==> config.mk <==
export PLATFORM = sky130hd
export DESIGN_NAME = tile_scan
export DESIGN_NICKNAME = d
export VERILOG_FILES = /design/src/rtl/tile_scan.sv
export SDC_FILE = /design/constraint.sdc
export NUM_CORES = 1
export LEC_CHECK = 0
export CAP_MARGIN = 20
export CORE_ASPECT_RATIO = 0.7
export CORE_MARGIN = 2
export CORE_UTILIZATION = 59
export CTS_BUF_LIST = sky130_fd_sc_hd__clkbuf_8
export CTS_CLUSTER_SIZE = 30
export DETAILED_ROUTE_END_ITERATION = 16
export HOLD_SLACK_MARGIN = 0.15
export PLACE_DENSITY_LB_ADDON = 0.25
export SKIP_CTS_REPAIR_TIMING = 1
export SYNTH_ARGS = -nofsm -noshare
export SYNTH_HDL_FRONTEND = slang
export SYNTH_SLANG_ARGS = --single-unit
==> constraint.sdc <==
create_clock -name in_clk -period 3.3 [get_ports in_clk]
set_input_delay 0.33 -clock in_clk [delete_from_list [all_inputs] [get_ports in_clk]]
set_output_delay 0.33 -clock in_clk [all_outputs]
set_load 0.02 [all_outputs]
==> src/rtl/tile_scan.sv <==
// ============================================================================
// Module   : tile_scan
// Purpose  : Raster-order pixel position tracker. Cascaded counters give
//            registered tile column/row, in-tile pixel offsets and a linear
//            physical tile number that includes a frame-latched vertical
//            scroll in whole tile rows. No divider; one adder forms the
//            tile number.
// Revision : 1.0 - initial release
// ============================================================================
`timescale 1ns/1ps
`default_nettype none

module tile_scan #(
  parameter int SCREEN_WIDTH     = 1280,
  parameter int SCREEN_HEIGHT    = 720,
  parameter int TILE_WIDTH       = 16,
  parameter int TILE_HEIGHT      = 24,
  parameter int TILES_X          = SCREEN_WIDTH / TILE_WIDTH,
  parameter int TILES_Y          = SCREEN_HEIGHT / TILE_HEIGHT,
  parameter int TILE_WIDTH_BITS  = $clog2(TILE_WIDTH),
  parameter int TILE_HEIGHT_BITS = $clog2(TILE_HEIGHT),
  parameter int TILE_X_BITS      = $clog2(TILES_X),
  parameter int TILE_Y_BITS      = $clog2(TILES_Y),
  parameter int TILE_NUM_BITS    = $clog2(TILES_X * TILES_Y)
) (
  input  logic                        in_clk,
  input  logic                        in_rst,
  input  logic                        in_frame_start,
  input  logic                        in_pix_valid,
  input  logic [TILE_Y_BITS-1:0]      in_scroll_row,
  output logic                        out_valid,
  output logic [TILE_X_BITS-1:0]      out_tile_x,
  output logic [TILE_Y_BITS-1:0]      out_tile_y,
  output logic [TILE_NUM_BITS-1:0]    out_tile_num,
  output logic [TILE_WIDTH_BITS-1:0]  out_tile_pix_x,
  output logic [TILE_HEIGHT_BITS-1:0] out_tile_pix_y,
  output logic                        out_tile_first,
  output logic                        out_overrun
);

  localparam int TILE_COUNT = TILES_X * TILES_Y;

  localparam logic [TILE_WIDTH_BITS-1:0]  PIX_X_LAST    = TILE_WIDTH_BITS'(TILE_WIDTH - 1);
  localparam logic [TILE_HEIGHT_BITS-1:0] PIX_Y_LAST    = TILE_HEIGHT_BITS'(TILE_HEIGHT - 1);
  localparam logic [TILE_X_BITS-1:0]      TILE_X_LAST   = TILE_X_BITS'(TILES_X - 1);
  localparam logic [TILE_Y_BITS-1:0]      TILE_Y_LAST   = TILE_Y_BITS'(TILES_Y - 1);
  localparam logic [TILE_NUM_BITS-1:0]    ROW_STEP      = TILE_NUM_BITS'(TILES_X);
  localparam logic [TILE_NUM_BITS-1:0]    ROW_BASE_LAST = TILE_NUM_BITS'(TILE_COUNT - TILES_X);

  // Position of the next pixel to be accepted
  logic [TILE_WIDTH_BITS-1:0]  pix_x;
  logic [TILE_X_BITS-1:0]      tile_x;
  logic [TILE_HEIGHT_BITS-1:0] pix_y;
  logic [TILE_Y_BITS-1:0]      tile_y;
  logic [TILE_NUM_BITS-1:0]    row_base;     // physical row * TILES_X
  logic [TILE_NUM_BITS-1:0]    scroll_base;  // latched scroll * TILES_X
  logic                        past_end;     // frame already fully consumed

  // Position seen by this cycle's pixel (frame start overrides stored state)
  logic [TILE_WIDTH_BITS-1:0]  cur_pix_x;
  logic [TILE_X_BITS-1:0]      cur_tile_x;
  logic [TILE_HEIGHT_BITS-1:0] cur_pix_y;
  logic [TILE_Y_BITS-1:0]      cur_tile_y;
  logic [TILE_NUM_BITS-1:0]    cur_row_base;
  logic [TILE_NUM_BITS-1:0]    cur_scroll_base;
  logic                        cur_past_end;

  logic [TILE_WIDTH_BITS-1:0]  nxt_pix_x;
  logic [TILE_X_BITS-1:0]      nxt_tile_x;
  logic [TILE_HEIGHT_BITS-1:0] nxt_pix_y;
  logic [TILE_Y_BITS-1:0]      nxt_tile_y;
  logic [TILE_NUM_BITS-1:0]    nxt_row_base;
  logic                        nxt_past_end;

  logic [TILE_Y_BITS-1:0]      scroll_eff;
  logic [TILE_NUM_BITS-1:0]    scroll_base_new;
  logic [TILE_NUM_BITS-1:0]    tile_num_cur;

  // Out-of-range scroll requests fall back to no scroll
  always_comb begin
    scroll_eff = in_scroll_row;
    if (32'(in_scroll_row) >= TILES_Y) begin
      scroll_eff = '0;
    end
  end

  // Constant multiply; only used when a frame starts
  assign scroll_base_new = TILE_NUM_BITS'(scroll_eff) * ROW_STEP;

  // Select stored position or a fresh frame origin for the current pixel
  always_comb begin
    cur_pix_x       = pix_x;
    cur_tile_x      = tile_x;
    cur_pix_y       = pix_y;
    cur_tile_y      = tile_y;
    cur_row_base    = row_base;
    cur_scroll_base = scroll_base;
    cur_past_end    = past_end;
    if (in_frame_start) begin
      cur_pix_x       = '0;
      cur_tile_x      = '0;
      cur_pix_y       = '0;
      cur_tile_y      = '0;
      cur_row_base    = scroll_base_new;
      cur_scroll_base = scroll_base_new;
      cur_past_end    = 1'b0;
    end
  end

  // The single adder producing the physical tile index
  assign tile_num_cur = cur_row_base + TILE_NUM_BITS'(cur_tile_x);

  // Cascaded counter advance after an accepted pixel
  always_comb begin
    nxt_pix_x    = cur_pix_x;
    nxt_tile_x   = cur_tile_x;
    nxt_pix_y    = cur_pix_y;
    nxt_tile_y   = cur_tile_y;
    nxt_row_base = cur_row_base;
    nxt_past_end = cur_past_end;
    if (in_pix_valid) begin
      nxt_pix_x = cur_pix_x + 1'b1;
      if (cur_pix_x == PIX_X_LAST) begin
        nxt_pix_x  = '0;
        nxt_tile_x = cur_tile_x + 1'b1;
        if (cur_tile_x == TILE_X_LAST) begin
          nxt_tile_x = '0;
          nxt_pix_y  = cur_pix_y + 1'b1;
          if (cur_pix_y == PIX_Y_LAST) begin
            nxt_pix_y    = '0;
            nxt_tile_y   = cur_tile_y + 1'b1;
            // Compare before adding so the base never needs an extra bit
            nxt_row_base = (cur_row_base == ROW_BASE_LAST) ? '0 : cur_row_base + ROW_STEP;
            if (cur_tile_y == TILE_Y_LAST) begin
              // Ran off the bottom without a frame start: restart the raster
              nxt_tile_y   = '0;
              nxt_row_base = cur_scroll_base;
              nxt_past_end = 1'b1;
            end
          end
        end
      end
    end
  end

  // Position counters and frame-latched scroll state
  always_ff @(posedge in_clk or posedge in_rst) begin
    if (in_rst) begin
      pix_x       <= '0;
      tile_x      <= '0;
      pix_y       <= '0;
      tile_y      <= '0;
      row_base    <= '0;
      scroll_base <= '0;
      past_end    <= 1'b0;
    end else begin
      pix_x       <= nxt_pix_x;
      tile_x      <= nxt_tile_x;
      pix_y       <= nxt_pix_y;
      tile_y      <= nxt_tile_y;
      row_base    <= nxt_row_base;
      scroll_base <= cur_scroll_base;
      past_end    <= nxt_past_end;
    end
  end

  // Registered outputs; coordinates hold while no pixel is presented
  always_ff @(posedge in_clk or posedge in_rst) begin
    if (in_rst) begin
      out_valid      <= 1'b0;
      out_tile_x     <= '0;
      out_tile_y     <= '0;
      out_tile_num   <= '0;
      out_tile_pix_x <= '0;
      out_tile_pix_y <= '0;
      out_tile_first <= 1'b0;
      out_overrun    <= 1'b0;
    end else begin
      out_valid      <= in_pix_valid;
      out_tile_first <= in_pix_valid && (cur_pix_x == '0);
      out_overrun    <= (out_overrun && !in_frame_start) || (in_pix_valid && cur_past_end);
      if (in_pix_valid) begin
        out_tile_x     <= cur_tile_x;
        out_tile_y     <= cur_tile_y;
        out_tile_num   <= tile_num_cur;
        out_tile_pix_x <= cur_pix_x;
        out_tile_pix_y <= cur_pix_y;
      end
    end
  end

endmodule

`default_nettype wire

* Word level (Yosys, flattened, before mapping)
Index checks and enable logic that the tools add are counted.
** Operators by class
- $add $sub $neg :: 6
- $mul :: 1
- Order comparisons :: 1
- Eq/ne operators :: 5
- Muxes and demuxes :: 33
- Reductions and logical operators :: 6
** Operators with widths (number)
- two-way mux 12 bit :: 8
- two-way mux 5 bit :: 12
- two-way mux 7 bit :: 4
- adder 12 x 7 -> 12 bit :: 1
- adder 12 x 7 -> 12 bit (second input constant) :: 1
- == test 12 bit (second input constant) :: 1
- two-way mux 4 bit :: 3
- adder 5 x 1 -> 5 bit (second input constant) :: 2
- == test 5 bit (second input constant) :: 2
- multiplier 5 x 3 -> 8 bit (second input constant) :: 1
- adder 7 x 1 -> 7 bit (second input constant) :: 1
- == test 7 bit (second input constant) :: 1
- two-way mux 1 bit :: 6
- greater-or-equal comparator 5 bit (second input constant) :: 1
- adder 4 x 1 -> 4 bit (second input constant) :: 1
- == test 4 bit (second input constant) :: 1
- logical NOT 4 bit :: 1
- logical AND 1 bit :: 3
- logical NOT 1 bit :: 1
- logical OR 1 bit :: 1
** Word-level totals
- Flip-flop bits (word level) :: 82
- Input bits :: 9
- Logic and storage cells :: 67

* Longest topological paths before layout
Gate-level depths: netlist (run 1).
- Word-level depth :: 11
- Gate-level depth with buffers :: 15
- Depth with buffers taken out :: 12

* Worst setup path before layout (run 1)
Ideal clock, no wire load.
- Path kind :: in2reg
- Start :: input in_scroll_row[4]
- End :: register row_base[9]
- Setup time :: 0.095 ns
- Arrival :: 3.162 ns
- Required time :: 3.205 ns
- Setup slack :: 0.042 ns
- Cell stages on the path :: 15
- Buffers on the path :: 3
- Cell sequence :: clkbuf_1 > nand3_1 > and2_1 > ha_1 > ha_1 > inv_1 > fa_1 > xnor2_1 > mux2i_1 > o21a_1 > clkbuf_1 > o31a_1 > buf_2 > nand2_1 > o31ai_1
** Between the ends
- Cells in the longest elaborated chain, start to end :: 11
** RTL lines
- from (decl) :: line 30 : input logic [TILE_Y_BITS-1:0] in_scroll_row,
- greater-or-equal comparator 5 bit :: line 82 : if (32'(in_scroll_row) >= TILES_Y) begin
- two-way mux 5 bit (*) :: line 82
- multiplier 5 x 3 -> 8 bit (*) :: line 88 : assign scroll_base_new = TILE_NUM_BITS'(scroll_eff) * ROW_STEP;
- two-way mux 12 bit :: line 99 : if (in_frame_start) begin
- adder 12 x 7 -> 12 bit / == test 12 bit (equally long branches) :: line 133 : nxt_row_base = (cur_row_base == ROW_BASE_LAST) ? '0 : cur_row_base + ROW_STEP;
- two-way mux 12 bit :: line 133
- two-way mux 12 bit :: line 134 : if (cur_tile_y == TILE_Y_LAST) begin
- two-way mux 12 bit :: line 129 : if (cur_pix_y == PIX_Y_LAST) begin
- two-way mux 12 bit :: line 126 : if (cur_tile_x == TILE_X_LAST) begin
- two-way mux 12 bit :: line 123 : if (cur_pix_x == PIX_X_LAST) begin
- two-way mux 12 bit (*) :: line 121 : if (in_pix_valid) begin
- net nxt_row_base[9] :: line 72 : logic [TILE_NUM_BITS-1:0] nxt_row_base;
- to (signal assigned) :: line 161 : row_base <= nxt_row_base;
- to (decl) :: line 55 : logic [TILE_NUM_BITS-1:0] row_base;
Mark *: on every way through the listed nets, which the timed path passes. The rest lies on a longest branch.
A chain may end at the register's enable or synchronous reset.

* Final worst setup path (run 1)
- Start :: input in_scroll_row[3]
- End :: register row_base[7]
The elaborated chain is that of the path after synthesis.

==> results.md, run 1 <==
* Status: complete, no violations
* Critical-path cell list: clkdlybuf4s50_1, buf_4, inv_1, a31oi_1, ha_1, ha_1, inv_1, fa_1, o32ai_2, o311ai_2, o31a_2, a32oi_1, o22ai_1
* CP startpoint: in_scroll_row[3]
* Slowest CP cell: clkdlybuf4s50_1
* Min cycle time layout at between 3 and 4 ns
* Fraction of registers with async set or reset after synthesis at 100%
* Initial antenna violation count at 0
* Most frequent cell after synthesis: dfrtp_1
* Global route overflow at 0
* Initial DRC count at approximately 180
* Multiplexer share of the synthesized area at a little under a tenth
* LEAKAGE at ~0.0025 uW
* Pwr dens at ~440 nW/um^2
* Complex-gate fraction of the synthesized area at about 13%
* Post-placement worst setup slack at -0.298 ns
* Nets@finish at 536
* Final period util at 96.5%
* Starting Density at around three fifths
* Critical Path Fanout Max at 6
* Yosys warns at 0
* Largest area contributor in the netlist: dfrtp_1
* Setup slack after layout at 0.115 ns
* Clk slew on worst S/H paths at roughly 0.080 ns
* Total GRT Usage at approximately 26%
* First-pass GRT wire length at 16,600 um
* Synth top area cells: dfrtp_1 (47%), mux2_2 (8.0%), ha_1 (5.4%), nor2b_1 (3.9%), o21ai_0 (3.2%)
* Synth Instances at around 430
* PortBufs at 44
* Sequential fraction of the synthesis area at between 40% and 50%
* Die area at 8150 um^2
* Average size of a mapped cell at 10.2 um^2
* List of most frequent post-synthesis cells: dfrtp_1 (82), mux2_2 (31), nand2_1 (30), inv_1 (28), o21ai_0 (28)
* Worst relative slew slack at a little over three fifths
* Clock Skews at 0.0130 ns
* # diodes at 0
* Post-Synth Simple-Gate Area at 16.6%
* Vias in the first global route at around 3,400
* H-tree depth at 3
* EDFF count, synth at 0
* Delay-heaviest family, CP: compound AO/OA/AOI/OAI gates
* Drt drc at 0
* Die extent in y at 76.1 um
* Startpoint types: input port
* Clock latency on the worst-skew pair at around 0.36 ns
* Crit Path Class: in -> reg
* DRT Wirelength at 9950 um
* Share of cells above drive strength 1 at between 10% and 20%
* VDD IR-drop max at approximately 0.24 mV
* DRT antenna net count at 0
* WL/cell at 16.4 um
* Final setup viols at 0
* Max-cap violations at 0
* Yosys top cell area share at between 40 and 50%
* Core Area at 7250 um^2
* Count of final hold-check violations at 0
* Xor/xnor share of the synthesized area at 4.20%
* Vias/cell at between 5 and 6
* Maximum clock rate at approximately 310 MHz
* CTS tree: yes
* Unique masters post-synth at between 50 and 60
* Finished Cell Area at approximately 5400 um^2
* Root buf cell: clkbuf_8
* CP peak stage delay at just over 0.5 ns
* Hold Startpoint: in_frame_start
* Most frequently used flop master after synthesis: dfrtp_1
* CTS sink cnt at 82
* Drt first pass iters at 5
* Post-Syn Area at roughly 4400 um^2
* CP Buf/Inv Count at 4
* Reg-to-Reg Start: tile_x[0]$_DFF_PP0_
* Placed instance area at 5140 um^2
* DR vias at approximately 3,500
* Critical path capture point type: flip-flop
* Final GP Congestion at roughly 0.91
* Seq cells post-synth at 82
* Largest family of logic cells by synthesized area: simple AND/OR/NAND/NOR gates
* Largest net degree at the start of global routing at 47
* Syn_nets at 459
* Adder-cell share of the synthesized area at about 6.3%
* CP Data Required Time at about 3.5 ns
* Worst-margin pin slew at between 0.5 and 0.6 ns
* Total negative slack at 0 ns
* Area growth syn-to-layout at 23.8%
* Rows at 26
* CTS max path bufs at 2
* Crit path DAT at 3.41 ns
* Hold Path Class: in -> reg
* Hpwl dp at between 7000 and 8000 um
* Final Max Tran Viols at 0
* Die width at 107 um
* I/O pin total at 45
* CTS Buf Count at 9
==> routing by layer <==
metal  vias up  part of all wire, %  track usage [%]
li1       1664                    -                -
met1      1715                   47             37.2
met5         -                    0                0
met4         0                  1.7             7.92
met2       121                   46             38.9
met3        21                  6.0             6.24
==> cells in the final DEF, fill, tap and decap left out, types with 7 or more instances in the layout <==
cell / count
nor2b_1: 26
a21oi_1: 20
mux2_2: 31
buf_4: 40
clkbuf_8: 9
xnor2_1: 14
a31oi_1: 7
clkdlybuf4s50_1: 41
nand2_1: 30
inv_1: 27
o21ai_0: 28
nand3_1: 12
dfrtp_1: 82
xor2_1: 7
ha_1: 19
nor2_1: 22
==> worst paths after layout <==
path | endpoint | slack, ns | cells after the start
setup reg to reg | out_tile_num[10]$_DFFE_PP0P_ | 0.66 | 10
hold / removal | tile_x[6]$_DFF_PP0_ | 0.25 | 2
min in group asynchronous | out_tile_pix_x[1]$_DFFE_PP0P_ | 0.32 | 2
setup / recovery | row_base[7]$_DFF_PP0_ | 0.11 | 13
max in group asynchronous | out_tile_num[2]$_DFFE_PP0P_ | 2.23 | 3
hold reg to reg | row_base[1]$_DFF_PP0_ | 0.49 | 2
==> kinds of logic (layout without fill, tap and decap cells) <==
logic type | Yosys count | in the layout
simple gates | 133 | 133
compound gates | 89 | 90
flops | 82 | 82
buf+inv | 47 | 127
mux | 36 | 36
fa+ha+maj | 21 | 21
xor+xnor | 21 | 21
==> flip-flops by register name, summed over array words and instances, names as in the netlist <==
signal          cells
out_tile_x          7
scroll_base        12
out_tile_y          5
out_tile_pix_x      4
pix_x               4
pix_y               5
tile_x              7
tile_y              5
out_valid           1
out_tile_first      1
out_overrun         1
row_base           12
out_tile_pix_y      5
out_tile_num       12
past_end            1
==> area by class of cell <==
| cell class | count | area (um^2) |
|---|---|---|
| Clock buffer | 9 | 124 |
| Clock inverter | 6 | 114 |
| Fill cell | 521 | 1830 |
| Inverter | 28 | 106 |
| Multi-Input combinational cell | 301 | 2180 |
| Sequential cell | 82 | 2050 |
| Tap cell | 98 | 123 |
| Timing Repair Buffer | 84 | 733 |
==> report_power, final <==
group | internal, uW | leakage [uW] | total (uW) | switching [uW]
sequential | 1060 | 0.00109 | 1090 | 28.2
clock | 501 | 0.000112 | 873 | 372
combinational | 193 | 0.00134 | 417 | 223
==> through the flow <==
step                power (uW)  hold WS [ns]  utilization [%]  instances
global route              2480         0.260             74.8        608
CTS                       2370         0.240             74.2        605
floorplan                 1340         0.361                -        429
finish                    2380         0.252             74.8        608
global placement          1490         0.464             70.9        590
detailed placement        1500         0.477             70.9        590
==> worst register-to-register path: stages, from the launching register on <==
cell	delay, ns
dfrtp_1	0.34
nor2b_1	0.33
ha_1	0.24
inv_1	0.06
fa_1	0.41
nor2b_1	0.20
o31ai_1	0.14
a211oi_1	0.38
nand3_1	0.18
xor2_1	0.17
a21oi_1	0.13
No activity file was read; power rests on OpenSTA's default activity.
==> run 2: changes to the inputs <==
--- a/config.mk
+++ b/config.mk
@@ -8,7 +8,7 @@
 export CAP_MARGIN = 20
 export CORE_ASPECT_RATIO = 0.7
 export CORE_MARGIN = 2
-export CORE_UTILIZATION = 59
+export CORE_UTILIZATION = 45
 export CTS_BUF_LIST = sky130_fd_sc_hd__clkbuf_8
 export CTS_CLUSTER_SIZE = 30
 export DETAILED_ROUTE_END_ITERATION = 16
==> run 2 against run 1 <==
Register-to-register slack better by 0.12 ns; clock power down 19%; clock-buffer cell count up 1; sequential cell count unchanged; clock skew down 0.0038 ns; final cell count up 4.6%; maximum frequency up 0.64%; via count down 3.5%; global-route usage down 5.2 points; critical endpoint is now row_base[5]$_DFF_PP0_.
==> results.md, run 2 (synthesis gave the netlist of run 1 again) <==
* Hpwl dp at between 7000 and 8000 um
* Status: complete, no violations
* CTS sink cnt at between 80 and 90
* Min cycle time layout at around 3.2 ns
* Final Max Tran Viols at 0
* Starting Density at 45.8%
* Rows at 30
* Storage cell area at 2050 um^2
* P_int at between 1500 and 2000 uW
* Reg-to-Reg Start: tile_x[4]$_DFF_PP0_
* Net Switching at around 590 uW
* Hold Startpoint: in_frame_start
* Critical Path Fanout Max at 7
* CP Data Required Time at approximately 3.5 ns
* Hold Path Class: in -> reg
* Non-filler cells, final at approximately 640
* DRT Wirelength at 10,000 um
* Multi-input logic area at between 2000 and 2500 um^2
* Placed instance area at around 5200 um^2
* H-tree depth at 3
* Post-placement worst setup slack at -0.247 ns
* Clk pwr share at 32.2%
* CTS Buf Count at 9
* Startpoint types: input port
* Core Area at around 9600 um^2
* CP startpoint: in_scroll_row[4]
* Max-cap violations at 0
* # diodes at 0
* Setup slack after layout at ~0.13 ns
* Global route overflow at 0
* Initial DRC count at approximately 240
* Final period util at between 90% and 100%
* Crit path DAT at about 3.4 ns
* Largest net degree at the start of global routing at 48
* Most frequent cells in the layout: dfrtp_1 (82), clkdlybuf4s50_1 (42), buf_4 (37)
* Die width at between 100 and 150 um
* Met1 Use GR at 30.1%
* Pwr Total at around 2200 uW
* Crit Path Class: in -> reg
* RSZ-0062 raised after global routing: false
* Final setup viols at 0
* R2r setup slk at 0.78 ns
* GRT Max-Usage Layer: met2
* Pwr dens at 406 nW/um^2
* DR vias at between 3,000 and 4,000
* Die area at roughly 11,000 um^2
* Biggest regs: out_tile_num: 12 flops, row_base: 12 flops, scroll_base: 12 flops
* Initial antenna violation count at 0
* First-pass GRT wire length at between 15,000 and 20,000 um
* Count of final hold-check violations at 0
* GR Util met2 at 30.4%
* Area growth syn-to-layout at 23.4%
* Root buf cell: clkbuf_8
* DRT antenna net count at 0
* Gate power share at between 10% and 20%
* Total GRT Usage at 20.6%
* Finished Cell Area at about 5400 um^2
* Clock latency on the worst-skew pair at about 0.36 ns
* Clock Skews at approximately 0.0092 ns
* Placed cell count at between 600 and 700
* Nets@finish at 534
* PortBufs at 44
* GR Util met3 at about 5.7%
* Reg power frac at around 49%
* VDD IR-drop max at about 0.23 mV
* Worst-margin pin slew at between 0.8 and 0.9 ns
* Commonest non-fill, non-tap cell in the layout: dfrtp_1
* Drt drc at 0
* Net Sw Frac at 26.8%
* Worst relative slew slack at 45.5%
* Maximum clock rate at 316 MHz
* CTS tree: yes
* Critical path capture point type: flip-flop
* I/O pin total at 45
* Vias/cell at ~5.3
* Clk slew on worst S/H paths at roughly 0.08 ns
* WL/cell at around 16 um
* Drt first pass iters at 4
* Fillers at ~850
* Hold Slack at approximately 0.41 ns
* CTS max path bufs at 2
* Share of cells above drive strength 1 at a little under a fifth
* LEAKAGE at between 0.002 and 0.003 uW
* Vias in the first global route at ~3,300
* Die extent in y at approximately 87 um
* Final GP Congestion at ~0.91
==> run 2: changes by cell type in the layout (fill, tap and decap cells not counted), sizes merged <==
cell / change
o31a: -1
clkinv: +2
dlymetal6s2s: -1
clkbuf: +1
buf: -1
clkdlybuf4s50: +1
bufinv: -2
inv: +1
clkinvlp: -2
==> run 2: area by class of cell <==
cell class / instances / area share (%)
Timing Repair Buffer: 83 / 13.8
Inverter: 28 / 1.97
Clock buffer: 10 / 2.54
Multi-Input combinational cell: 300 / 39.9
Tap cell: 128 / 2.96
Sequential cell: 82 / 37.9
Clock inverter: 5 / 0.879
==> run 2: path summary, 6_finish.rpt <==
path | cells past startpoint | endpoint
min in group asynchronous | 2 | out_valid$_DFF_PP0_
worst min-delay path | 3 | tile_x[6]$_DFF_PP0_
worst max-delay path | 14 | row_base[5]$_DFF_PP0_
worst max register to register | 8 | out_tile_num[11]$_DFFE_PP0P_
worst min register to register | 1 | past_end$_DFF_PP0_
max in group asynchronous | 3 | row_base[2]$_DFF_PP0_
==> run 2: metal layers <==
layer,up-vias,share of wire (%)
met5,-,0
met1,1654,50
met3,9,6.0
met2,82,43
met4,0,0.86
li1,1652,-
==> run 2: through the flow <==
step / util (%) / setup TNS (ns)
floorplan: - / 0
global placement: 54.5 / -0.987
detailed placement: 54.5 / -2.70
CTS: 56.4 / 0
global route: 56.5 / 0
finish: 56.5 / 0
==> run 2: critical path, cell delays in order <==
cell	delay [ns]
clkdlybuf4s50_1	0.54
nand3_1	0.12
and2_1	0.19
ha_1	0.29
ha_1	0.18
inv_1	0.06
fa_1	0.42
xnor2_1	0.19
mux2i_1	0.13
o21a_1	0.16
o31a_1	0.32
buf_4	0.17
a221oi_1	0.24
a21oi_1	0.07
==> run 2: power by group through the flow <==
stage | Clock, uW | Combinational (uW) | Sequential, uW
after floorplan | 0 | 213 | 1130
after global placement | 0 | 394 | 1100
after detailed placement | 0 | 402 | 1110
after CTS | 728 | 404 | 1090
after global routing | 770 | 444 | 1090
final | 708 | 404 | 1090
==> run 3: changes to the inputs <==
--- a/config.mk
+++ b/config.mk
@@ -15,6 +15,7 @@
 export HOLD_SLACK_MARGIN = 0.15
 export PLACE_DENSITY_LB_ADDON = 0.25
 export SKIP_CTS_REPAIR_TIMING = 1
+export SKIP_LAST_GASP = 1
 export SYNTH_ARGS = -nofsm -noshare
 export SYNTH_HDL_FRONTEND = slang
 export SYNTH_SLANG_ARGS = --single-unit
==> results of run 3 <==
The final DEF is identical to that of run 2; final timing and power are the same.
